## src/rtl/accel_tilt_conditioner.sv

```systemverilog
// accel_tilt_conditioner: clamps, window-averages and dead-zone-filters X/Y accelerometer samples.
//   slowclk      in   sampling clock
//   reset_n      in   synchronous, active-low reset
//   sample_valid in   one-cycle strobe, data_x/data_y carry a new sample
//   data_x/y     in   raw signed samples
//   avg_x/y      out  windowed signed averages
//   dir_x/y      out  00 neutral, 01 positive, 10 negative
//   speed_x/y    out  0..SPEED_MAX, 0 exactly when neutral
//   out_valid    out  one-cycle strobe, outputs updated this cycle
module accel_tilt_conditioner #(
    parameter int DATA_W      = 16,
    parameter int AVG_LOG2    = 2,
    parameter int SAT         = 1023,
    parameter int DEAD_ON     = 128,
    parameter int DEAD_OFF    = 96,
    parameter int SPEED_SHIFT = 8,
    parameter int SPEED_MAX   = 3
) (
    input  logic              slowclk,
    input  logic              reset_n,
    input  logic              sample_valid,
    input  logic [DATA_W-1:0] data_x,
    input  logic [DATA_W-1:0] data_y,
    output logic [DATA_W-1:0] avg_x,
    output logic [DATA_W-1:0] avg_y,
    output logic [1:0]        dir_x,
    output logic [1:0]        dir_y,
    output logic [1:0]        speed_x,
    output logic [1:0]        speed_y,
    output logic              out_valid
);
    localparam int DEPTH = 1 << AVG_LOG2;
    localparam int SUM_W = DATA_W + AVG_LOG2;
    localparam int FW    = AVG_LOG2 + 1;
    localparam logic [FW-1:0] FILL_FULL = FW'(DEPTH);
    localparam logic [FW-1:0] FILL_LAST = FW'(DEPTH - 1);
    localparam logic signed [DATA_W-1:0] SAT_P = DATA_W'(SAT);
    localparam logic signed [DATA_W-1:0] ON_P  = DATA_W'(DEAD_ON);
    localparam logic signed [DATA_W-1:0] OFF_P = DATA_W'(DEAD_OFF);

    typedef enum logic [1:0] {NEUTRAL = 2'b00, POS = 2'b01, NEG = 2'b10} state_t;

    logic [FW-1:0] fill_q, fill_d;
    logic          upd_q, upd_d, out_valid_q, out_valid_d;
    logic signed [DATA_W-1:0] data_in [2];
    logic signed [DATA_W-1:0] avg_o [2];
    logic [1:0]               dir_o [2];
    logic [1:0]               spd_o [2];

    // Shared warm-up tracking: a pushed sample reaches stage 2 only once the window is full.
    always_comb begin
        fill_d      = (sample_valid && fill_q != FILL_FULL) ? fill_q + FW'(1) : fill_q;
        upd_d       = sample_valid && fill_q >= FILL_LAST;
        out_valid_d = upd_q;
    end

    always_ff @(posedge slowclk) begin
        if (!reset_n) begin
            fill_q      <= '0;
            upd_q       <= 1'b0;
            out_valid_q <= 1'b0;
        end else begin
            fill_q      <= fill_d;
            upd_q       <= upd_d;
            out_valid_q <= out_valid_d;
        end
    end

    assign data_in[0] = data_x;
    assign data_in[1] = data_y;

    for (genvar a = 0; a < 2; a++) begin : g_axis
        logic signed [DATA_W-1:0] win_q [DEPTH];
        logic signed [DATA_W-1:0] win_d [DEPTH];
        logic signed [SUM_W-1:0]  sum_q, sum_d;
        logic signed [DATA_W-1:0] mean_q, mean_d, avg_q, avg_d, clamped;
        logic [DATA_W-1:0]        mag, raw_speed;
        logic [1:0]               speed_q, speed_d, speed_n;
        logic                     on_pos, on_neg;
        state_t                   state_q, state_d;

        always_comb begin
            clamped = data_in[a] > SAT_P ? SAT_P : (data_in[a] < -SAT_P ? -SAT_P : data_in[a]);
            win_d   = win_q;
            sum_d   = sum_q;
            mean_d  = mean_q;
            if (sample_valid) begin
                win_d[0] = clamped;
                for (int i = 1; i < DEPTH; i++) win_d[i] = win_q[i-1];
                sum_d  = sum_q + SUM_W'(clamped) - SUM_W'(win_q[DEPTH-1]);
                // Arithmetic shift floors negative averages toward -inf.
                mean_d = DATA_W'(sum_d >>> AVG_LOG2);
            end
            on_pos    = mean_q >= ON_P;
            on_neg    = mean_q <= -ON_P;
            mag       = mean_q[DATA_W-1] ? DATA_W'(-mean_q) : DATA_W'(mean_q);
            raw_speed = mag >> SPEED_SHIFT;
            speed_n   = raw_speed >= DATA_W'(SPEED_MAX) ? 2'(SPEED_MAX) :
                        (raw_speed == '0 ? 2'd1 : raw_speed[1:0]);
            state_d   = state_q;
            if (upd_q) begin
                unique case (state_q)
                    NEUTRAL: state_d = on_pos ? POS : (on_neg ? NEG : NEUTRAL);
                    POS:     state_d = on_neg ? NEG : (mean_q < OFF_P ? NEUTRAL : POS);
                    NEG:     state_d = on_pos ? POS : (mean_q > -OFF_P ? NEUTRAL : NEG);
                    default: state_d = NEUTRAL;
                endcase
            end
            speed_d = upd_q ? (state_d == NEUTRAL ? 2'd0 : speed_n) : speed_q;
            avg_d   = upd_q ? mean_q : avg_q;
        end

        always_ff @(posedge slowclk) begin
            if (!reset_n) begin
                win_q   <= '{default: '0};
                sum_q   <= '0;
                mean_q  <= '0;
                avg_q   <= '0;
                speed_q <= '0;
                state_q <= NEUTRAL;
            end else begin
                win_q   <= win_d;
                sum_q   <= sum_d;
                mean_q  <= mean_d;
                avg_q   <= avg_d;
                speed_q <= speed_d;
                state_q <= state_d;
            end
        end

        assign avg_o[a] = avg_q;
        assign dir_o[a] = state_q;
        assign spd_o[a] = speed_q;
    end

    assign avg_x     = avg_o[0];
    assign avg_y     = avg_o[1];
    assign dir_x     = dir_o[0];
    assign dir_y     = dir_o[1];
    assign speed_x   = spd_o[0];
    assign speed_y   = spd_o[1];
    assign out_valid = out_valid_q;
endmodule

```

## config.mk

```make
export PLATFORM = sky130hd
export DESIGN_NAME = accel_tilt_conditioner
export DESIGN_NICKNAME = d
export VERILOG_FILES = /design/src/rtl/accel_tilt_conditioner.sv
export SDC_FILE = /design/constraint.sdc
export NUM_CORES = 1
export LEC_CHECK = 0
export CAP_MARGIN = 25
export CELL_PAD_IN_SITES_DETAIL_PLACEMENT = 0
export CELL_PAD_IN_SITES_GLOBAL_PLACEMENT = 1
export CORE_UTILIZATION = 46
export DETAILED_ROUTE_END_ITERATION = 8
export GPL_ROUTABILITY_DRIVEN = 1
export PLACE_DENSITY = 0.8
export SLEW_MARGIN = 20
export SYNTH_ARGS = -nofsm -noshare
export SYNTH_HDL_FRONTEND = slang
export SYNTH_SLANG_ARGS = --single-unit
```

## constraint.sdc

```tcl
create_clock -name slowclk -period 6 [get_ports slowclk]
set_clock_uncertainty 0.1 [all_clocks]
set_input_delay 1.2 -clock slowclk [delete_from_list [all_inputs] [get_ports slowclk]]
set_output_delay 1.2 -clock slowclk [all_outputs]
set_load 0.01 [all_outputs]
```

# Yosys cells after proc, flatten, opt, wreduce, memory -nomap -nowiden
# Cells that the tools add are included.
# op_classes
n_addsub	7
order_cmp	15
n_eq_ne	5
n_mux	28
reduce_logical	8
# op_table
cell	count
two-way mux 16 bit	6
adder 18 x 16 -> 18 bit	2
two-way mux 2 bit	18
subtractor 18 x 16 -> 18 bit	2
greater-or-equal comparator 16 x 9 -> 1 bit (second input constant)	2
greater-than comparator 16 x 11 -> 1 bit (second input constant)	2
greater-than comparator 16 x 8 -> 1 bit (second input constant)	2
less-or-equal comparator 16 x 8 -> 1 bit (second input constant)	2
zero test 16 bit	2
less-than comparator 16 x 11 -> 1 bit (second input constant)	2
less-than comparator 16 x 8 -> 1 bit (second input constant)	2
negator 16 bit	2
greater-or-equal comparator 8 x 2 -> 1 bit (second input constant)	2
one-hot mux 2 bit (3 select lines)	2
zero test 2 bit	4
equality test 2 x 1 -> 1 bit (second input constant)	2
equality test 2 bit (second input constant)	2
adder 3 x 1 -> 3 bit (second input constant)	1
greater-or-equal comparator 3 x 2 -> 1 bit (second input constant)	1
!= test 3 bit (second input constant)	1
logical AND 1 bit	2
two-way mux 1 bit	2
# word_totals
register_bits	241
in_bits	35
output_inout_bits	41
word_cells	84

# Depth between registers and ports, before layout
# Gate-level depths: netlist (run 1).
# logic_depth
word_depth	7
mapped_depth	16
depth_no_buf	16

# Worst setup path after synthesis (run 1)
# OpenSTA, ideal clock, no wires.
# synth_timing
path_type	in2reg
start	input data_y[8]
end	register g_axis[1].sum_q[12]
setup_ps	122
arrival_time_ps	4341
path_slack_ps	1437
path_stages	15
path_cell_list	nor4_1 -> nand3_1 -> nand4_1 -> ha_1 -> clkinv_1 -> a21oi_1 -> fa_1 -> inv_1 -> ha_1 -> nor2b_1 -> o31a_1 -> o41a_1 -> o211ai_2 -> a2111oi_0 -> a311o_1
# synth_between
elab_chain_len	5
elab_cells_between_ends	6
cone_classes	add/sub (2); order compare (2); mux (2)
# synth_lines
item	line	text
from (decl)	23	input logic [DATA_W-1:0] data_y,
less-than comparator 16 x 11 -> 1 bit	83	clamped = data_in[a] > SAT_P ? SAT_P : (data_in[a] < -SAT_P ? -SAT_P : data_in[a]);
two-way mux 16 bit	83	
two-way mux 16 bit *	83	
adder 18 x 16 -> 18 bit *	90	sum_d = sum_q + SUM_W'(clamped) - SUM_W'(win_q[DEPTH-1]);
subtractor 18 x 16 -> 18 bit *	90	
to (signal assigned)	123	sum_q <= sum_d;
to (decl)	75	logic signed [SUM_W-1:0] sum_q, sum_d;
# Mark *: on every way between the ends. The rest lies on a longest branch, timed or not.
# A chain may end at the register's enable or synchronous reset.

# Worst setup path after layout (run 1)
# layout_timing
start	input data_x[14]
end	register g_axis[0].sum_q[14]
# layout_between
elab_chain_len	5
elab_cells_between_ends	6
cone_classes	add/sub (2); order compare (2); mux (2)
# layout_lines
item	line	text
from (decl)	22	input logic [DATA_W-1:0] data_x,
less-than comparator 16 x 11 -> 1 bit	83	
two-way mux 16 bit	83	
two-way mux 16 bit *	83	
adder 18 x 16 -> 18 bit *	90	
subtractor 18 x 16 -> 18 bit *	90	
to (signal assigned)	123	
to (decl)	75	
# Marked as above.

==> flow_metrics.env, run 1 <==
export IMPL_outcome="complete, no violations"
export IMPL_cp_num_buf_inv=2
export IMPL_die_width_um=156
export IMPL_global_route_usage_met1_pct=32.6
export IMPL_hold_path_startpoint="speed_y[1]"
export IMPL_synth_top_area_share_pct=38.2
export IMPL_wl_um=24600
export IMPL_clk_latency_ns=0.51
export IMPL_worst_path_dominant_cell_family="adder cells"
export IMPL_sequentialPowerShare_pct=33.6
export IMPL_worst_hold_path_type="flip-flop to flip-flop"
export IMPL_grt_start_max_net_pins=129
export IMPL_netlist_top_cell_by_area="dfxtp_1"
export IMPL_globalRouteMet3Util_pct=2.58
export IMPL_timing_final_crit_period_ns=5.10
export IMPL_worst_endpoint_required_ns=6.25
export IMPL_grt_most_used_layer="met1"
export IMPL_global_route_wire_length_before_repair_um=40700
export IMPL_syn_mean_instance_area_um2=8.83
export IMPL_layout_nets=1398
export IMPL_drive_gt1_share_pct=5.98
export IMPL_post_detailed_route_via_to_cell_ratio=5.32
export IMPL_setup_repair_after_global_routing_missed_its_margin="false"
export IMPL_via_count_of_the_first_global_routing_pass=7901
export IMPL_design_die_area_um2=24500
export IMPL_drt_pass1_iter_count=5
export IMPL_critical_path_class="primary input to flip-flop"
export IMPL_totalNegativeSetupSlack_ns=0
export IMPL_cts_num_sinks=209
export IMPL_worstMarginPinSlew_ns=0.983
export IMPL_timing_critical_path_to_type="flip-flop"
export IMPL_area_growth_synth_to_final_pct=16.0
export IMPL_route_detailed_drc=0
export IMPL_max_freq_mhz=196
export IMPL_critical_path_startpoint_type="primary input"
export IMPL_r2r_path_start="g_axis[0].sum_q[10]"
export IMPL_timing_final_setup_violations=0
export IMPL_critical_path_launch_point="data_x[14]"
export IMPL_crit_path_cell_trace="clkdlybuf4s50_1 -> and4_1 -> nand4_1 -> ha_1 -> clkinv_1 -> a21oi_1 -> fa_1 -> fa_1 -> nor2b_1 -> o31ai_4 -> a2111oi_2 -> o21ai_0 -> mux2i_1 -> o311ai_0"
export IMPL_cts_htree_levels=1
export IMPL_met2_track_usage_gr_pct=28.7
export IMPL_via_count=8637
export IMPL_largest_incremental_delay_on_the_critical_path_ns=0.52
export IMPL_most_frequent_cell_after_synthesis="dfxtp_1"
export IMPL_synth_area_top_cells="dfxtp_1, mux2i_1, nor2_1"
export IMPL_globalplace_congestion=0.861
export IMPL_p_sw_share_pct=36.5
export IMPL_pwr_share_clk_pct=29.6
export IMPL_total_global_routing_track_utilization_pct=20.4
export IMPL_cts_hold_buffers=0
export IMPL_slew_headroom_pct=34.4
export IMPL_worst_r2r_setup_slack_ns=2.81
export IMPL_cts_repair_resizes=0
export IMPL_maxSlewViolCount=0
export IMPL_num_rows=56
export IMPL_synthCells=1242
export IMPL_timing_critical_path_fanout_max=9
export IMPL_place_hpwl_um=17200
export IMPL_synth_top_cells_by_count="dfxtp_1, nor2_1, mux2i_1, inv_1, a21oi_1"
export IMPL_pre_cts_slack_ns=0.432
export IMPL_netlist_cell_types=70
export IMPL_detail_route_antenna_nets=0
export IMPL_synth_edf_count=0
export IMPL_finish_utilization_pct=54.3
export IMPL_final_min_period_over_clock_period_pct=84.9
export IMPL_port_buffer_count=75
export IMPL_gr_total_overflow=0
export IMPL_number_of_primary_i_o_pins=76
export IMPL_ys_seq_area_share_pct=38.2
export IMPL_setup_ws_ns=0.904
export IMPL_post_cts_repair_setup_buffers=0
export IMPL_n_antenna_cell=0
export IMPL_p_comb_share_pct=36.9
export IMPL_synth_ff_type="dfxtp_1"
export IMPL_core_um2=23400
export IMPL_leakage_nw=5.15
export IMPL_die_y_um=156
export IMPL_yosysWarnings=0
export IMPL_peakVddDrop_uv=192
export IMPL_antenna_found_initial=0
export IMPL_synth_net_count=1352
export IMPL_postSynth_asyncResetShare_pct=0
export IMPL_powerDensity_nw_per_um2=393
export IMPL_synth_seq_cells=209
export IMPL_critical_path_slowest_cell="clkdlybuf4s50_1"
export IMPL_path_common_cell="fa_1"
export IMPL_cts_root_buffer_cell="clkbuf_16"
export IMPL_fin_hold_ws_ns=0.351
export IMPL_max_clock_path_buffers=3
export IMPL_net_switching_power_mw=1.82
export IMPL_routed_wire_length_per_instance_um=15.2
export IMPL_tritoncts_clock_tree="built"
export IMPL_numCtsBuffers=23
export IMPL_crit_arrival_ns=5.35
export IMPL_drv_max_cap_violation_count=0
export IMPL_internal_power_of_the_cells_mw=3.17
export IMPL_drt_iter0_drc=534
export IMPL_start_util_pct=46.8
export IMPL_syn_area_um2=11000
export IMPL_clk_pin_slew_worst_paths_ns=0.06
export IMPL_final_hold_violation_count=0
-- logic make-up after synthesis --
kind of cell    synth area share, %
mux                            12.7
flops                          38.2
simple gates                   15.7
compound gates                 14.8
buf+inv                        6.53
fa+ha+maj                      10.9
xor+xnor                       1.20
-- metrics by stage --
step                cell area (um^2)  cells  power [mW]
floorplan                      11000   1242        3.10
global placement               11900   1582        3.51
detailed placement             11900   1582        3.52
CTS                            12700   1624        5.01
global route                   12700   1624        5.35
finish                         12700   1624        4.99
-- flip-flops by register name, indices dropped and copies added (netlist names) --
register	count
g_axis.win_q	128
g_axis.sum_q	36
avg_x	16
avg_y	16
fill_q	3
dir_x	2
dir_y	2
speed_x	2
speed_y	2
out_valid	1
out_valid_d	1
-- final timing paths --
| path | to | cells after the start |
|---|---|---|
| hold reg to reg | speed_y[1] | 2 |
| hold / removal | speed_y[1] | 2 |
| setup reg to reg | g_axis[0].sum_q[17] | 10 |
| setup / recovery | g_axis[0].sum_q[14] | 14 |
-- final cells by class --
type	instances	area, um^2
fill	2199	10700
multi-input combinational	851	6060
sequential	209	4190
timing repair buffer	84	820
clock buffer	31	656
inverter	119	452
tap	319	399
clock inverter	11	140
-- power groups by stage --
stage / logic, mW / clock network [mW] / registers, mW
after floorplan: 1.48 / 0 / 1.62
after global placement: 1.81 / 0 / 1.70
after detailed placement: 1.82 / 0 / 1.70
after CTS: 1.83 / 1.51 / 1.67
after global routing: 2.08 / 1.56 / 1.70
final: 1.84 / 1.48 / 1.67
-- layer usage --
metal  vias up  part of all wire [%]
li1       4374                     -
met2       157                    39
met1      4074                    55
met5         -                     0
met3        32                   4.2
met4         0                   1.4
-- cell usage in the layout, fill, tap and decap left out, types with 4 or more instances in the layout --
cell type,n
a21o_1,8
inv_1,115
nor2b_1,7
buf_4,9
a211oi_1,30
dfxtp_1,208
nand3b_1,5
clkbuf_16,23
and3_1,5
clkinv_2,5
o21bai_1,4
clkdlybuf4s50_1,74
o21a_1,13
o21ai_0,43
nor2_1,201
ha_1,41
a41oi_1,5
mux2i_1,136
o31ai_1,6
a21oi_1,70
nor3_1,26
xnor2_1,12
nor4_1,9
or2_2,10
clkbuf_8,5
or3_1,7
o2111ai_1,5
a31oi_1,6
nand2_1,59
nand4_1,9
a2111oi_2,4
nand3_1,23
and4_1,4
fa_1,34
nand2b_1,6
o211ai_1,11
-- tightest hold or removal path, delay by kind of cell (launching register included) --
kind / cells / cell delay (ns)
DFF: 1 / 0.32
and+or+nand+nor: 1 / 0.04
AOI/OAI and AO/OA: 1 / 0.05
Note: power is estimated with default switching activity, not from simulation.
==> run 2, diff against run 1 <==
--- a/config.mk
+++ b/config.mk
@@ -8,10 +8,10 @@
 export CAP_MARGIN = 25
 export CELL_PAD_IN_SITES_DETAIL_PLACEMENT = 0
 export CELL_PAD_IN_SITES_GLOBAL_PLACEMENT = 1
-export CORE_UTILIZATION = 46
+export CORE_UTILIZATION = 41
 export DETAILED_ROUTE_END_ITERATION = 8
 export GPL_ROUTABILITY_DRIVEN = 1
-export PLACE_DENSITY = 0.8
+export PLACE_DENSITY = 0.75
 export SLEW_MARGIN = 20
 export SYNTH_ARGS = -nofsm -noshare
 export SYNTH_HDL_FRONTEND = slang
==> constraint.sdc (replaced) <==
create_clock -name slowclk -period 4.6 [get_ports slowclk]
set_clock_uncertainty 0.1 [all_clocks]
set_input_delay 0.92 -clock slowclk [delete_from_list [all_inputs] [get_ports slowclk]]
set_output_delay 0.92 -clock slowclk [all_outputs]
set_load 0.01 [all_outputs]
==> run 2 against run 1 <==
Against the previous run:
- the run now ends with design-rule violations left
- non-clock buffer count increased by 147
- worst setup slack got worse by 0.84 ns
- register-to-register slack got worse by 1.3 ns
- global-route usage decreased by 0.97 points
- final cell count increased by 10%
- sequential share of layout area decreased by 3.1 points
- largest power group unchanged
- critical path depth increased by 5
- clock power increased by 22%
- largest cell class unchanged
- power increased by 39%
- core utilization decreased by 0.65 points
- hold slack improved by 0.0030 ns
- sequential power increased by 31%
==> flow_metrics.env, run 2 (synthesis gave the netlist of run 1 again) <==
export IMPL_timing_critical_path_fanout_max=5
export IMPL_drv_max_cap_violation_count=0
export IMPL_biggestRegsByFlops="g_axis.win_q: 128 flops, g_axis.sum_q: 36 flops"
export IMPL_p_comb_share_pct=42.6
export IMPL_timing_final_setup_violations=0
export IMPL_totalNegativeSetupSlack_ns=0
export IMPL_worst_endpoint_required_ns=4.90
export IMPL_outcome="finished, violations left"
export IMPL_multi_input_combinational_cell_area_um2=6280
export IMPL_post_detailed_route_via_to_cell_ratio=5.11
export IMPL_antenna_found_initial=0
export IMPL_start_util_pct=42.0
export IMPL_tritoncts_clock_tree="built"
export IMPL_n_antenna_cell=0
export IMPL_finish_utilization_pct=53.7
export IMPL_drt_pass1_iter_count=7
export IMPL_final_seq_area_um2=4190
export IMPL_design_die_area_um2=27400
export IMPL_timing_critical_path_to_type="flip-flop"
export IMPL_clk_pin_slew_worst_paths_ns=0.06
export IMPL_port_buffer_count=75
export IMPL_final_cells=1786
export IMPL_number_of_primary_i_o_pins=76
export IMPL_cts_num_sinks=209
export IMPL_place_hpwl_um=18900
export IMPL_net_switching_power_mw=2.52
export IMPL_max_freq_mhz=221
export IMPL_critical_path_startpoint_type="primary input"
export IMPL_violations="design-rule violations"
export IMPL_leakage_nw=5.92
export IMPL_gr_total_overflow=0
export IMPL_cts_htree_levels=1
export IMPL_cts_root_buffer_cell="clkbuf_16"
export IMPL_timing_final_crit_period_ns=4.53
export IMPL_detailed_place_area_um2=13000
export IMPL_die_width_um=166
export IMPL_r2r_path_start="g_axis[0].sum_q[10]"
export IMPL_routed_wire_length_per_instance_um=14.9
export IMPL_wl_um=26600
export IMPL_powerDensity_nw_per_um2=496
export IMPL_endpoint_of_the_worst_setup_timing_path="g_axis[1].sum_q[17]"
export IMPL_grt_start_max_net_pins=84
export IMPL_total_global_routing_track_utilization_pct=19.5
export IMPL_crit_arrival_ns=4.84
export IMPL_layout_commonest_cell="dfxtp_1"
export IMPL_dp_cells=1740
export IMPL_layout_nets=1545
export IMPL_worst_hold_path_type="flip-flop to flip-flop"
export IMPL_sequentialPowerShare_pct=31.3
export IMPL_internal_power_of_the_cells_mw=4.43
export IMPL_reg2regPathDepth=11
export IMPL_final_hold_violation_count=0
export IMPL_globalplace_congestion=0.840
export IMPL_hold_path_startpoint="speed_y[1]"
export IMPL_path_common_cell="buf_4"
export IMPL_layout_filler_cells=2450
export IMPL_slew_headroom_pct=38.2
export IMPL_largest_register_ff_count=128
export IMPL_pwr_share_clk_pct=26.1
export IMPL_reg2reg_to="g_axis[0].sum_q[17]"
export IMPL_via_count=9131
export IMPL_via_count_of_the_first_global_routing_pass=8473
export IMPL_detail_route_antenna_nets=0
export IMPL_area_growth_synth_to_final_pct=28.0
export IMPL_critical_path_launch_point="data_y[4]"
export IMPL_p_sw_share_pct=36.2
export IMPL_critical_path_class="primary input to flip-flop"
export IMPL_mostFrequentLayoutCells="dfxtp_1, nor2_1, buf_4, mux2i_1, inv_1"
export IMPL_final_min_period_over_clock_period_pct=98.5
export IMPL_crit_path_cell_trace="clkdlybuf4s50_1 -> nor4_2 -> nand3_1 -> nand4_1 -> ha_4 -> clkinvlp_4 -> buf_4 -> buf_4 -> a21oi_1 -> buf_4 -> fa_1 -> inv_1 -> ha_1 -> o2111ai_2 -> a41oi_2 -> nand4_1 -> a21oi_1 -> or3_1 -> and3_1"
export IMPL_worst_r2r_setup_slack_ns=1.52
export IMPL_maxSlewViolCount=0
export IMPL_peakVddDrop_uv=221
export IMPL_setup_repair_after_global_routing_missed_its_margin="true"
export IMPL_largest_incremental_delay_on_the_critical_path_ns=0.44
export IMPL_cts_hold_buffers=0
export IMPL_drive_gt1_share_pct=17.5
export IMPL_numCtsBuffers=23
export IMPL_global_route_wire_length_before_repair_um=43100
export IMPL_regMostFlops="g_axis.win_q"
export IMPL_clk_latency_ns=0.51
export IMPL_critical_path_slowest_cell="clkdlybuf4s50_1"
export IMPL_worstMarginPinSlew_ns=0.927
export IMPL_die_y_um=166
export IMPL_max_clock_path_buffers=3
export IMPL_postLayoutCellArea_um2=14000
export IMPL_num_rows=59
export IMPL_route_detailed_drc=18
export IMPL_core_um2=26100
export IMPL_drt_iter0_drc=646
run 2: cell type report:
type	instances	share of cell area, %
multi-input cells	851	44.8
flip-flops and latches	209	29.8
repair buffers	231	13.9
clock buffers	34	4.83
inverters	119	3.25
well taps	335	2.99
clock inverters	7	0.446
run 2: power groups by stage:
stage               logic [mW]  registers, mW  clock network (mW)
CTS                       2.84           2.18                1.86
global placement          2.80           2.21                   0
global route              3.32           2.20                1.93
finish                    2.96           2.18                1.81
detailed placement        2.82           2.22                   0
floorplan                 1.93           2.11                   0
run 2: repair_timing:
item / 4_1_cts / 5_1_grt
gates resized for setup: 0 / 52
buffers inserted: 0 / 5
setup endpoints to repair: 0 / 14
run 2: how the worst min path moves through the flow:
| stage | to | slack, ns | cells past startpoint |
|---|---|---|---|
| 2_1_floorplan | g_axis[0].win_q[58] | 0.34 | 2 |
| 3_5_place_dp | speed_y[1] | 0.35 | 2 |
| 6_report | speed_y[1] | 0.35 | 2 |
| 3_3_place_gp | speed_y[1] | 0.34 | 2 |
| 4_1_cts | speed_y[1] | 0.36 | 2 |
| 5_1_grt | g_axis[1].win_q[58] | 0.38 | 2 |
run 2: through the flow:
step                      worst slack, ns  power [mW]  hold WS (ns)
after global routing              -0.0675        7.45         0.379
after detailed placement           -0.404        5.04         0.349
after floorplan                     0.317        4.04         0.345
after global placement             -0.398        5.01         0.341
after CTS                          0.0732        6.88         0.363
final                              0.0678        6.95         0.354
run 2: critical path, delay by kind of cell:
| family | cells | cell delay, ns |
|---|---|---|
| AO/OA/AOI/OAI | 4 | 0.62 |
| adder cells (fa/ha/maj) | 3 | 0.81 |
| buffers and inverters | 6 | 1.19 |
| AND/OR/NAND/NOR | 6 | 1.27 |
run 2: per-layer routing:
metal,vias up,wire [um],GRT usage [%],share of wire [%]
met3,29,942,2.35,3.5
met5,-,0,0,0
met4,0,369,4.30,1.4
met2,141,10800,28.1,40
met1,4274,14500,30.3,55
li1,4687,-,-,-
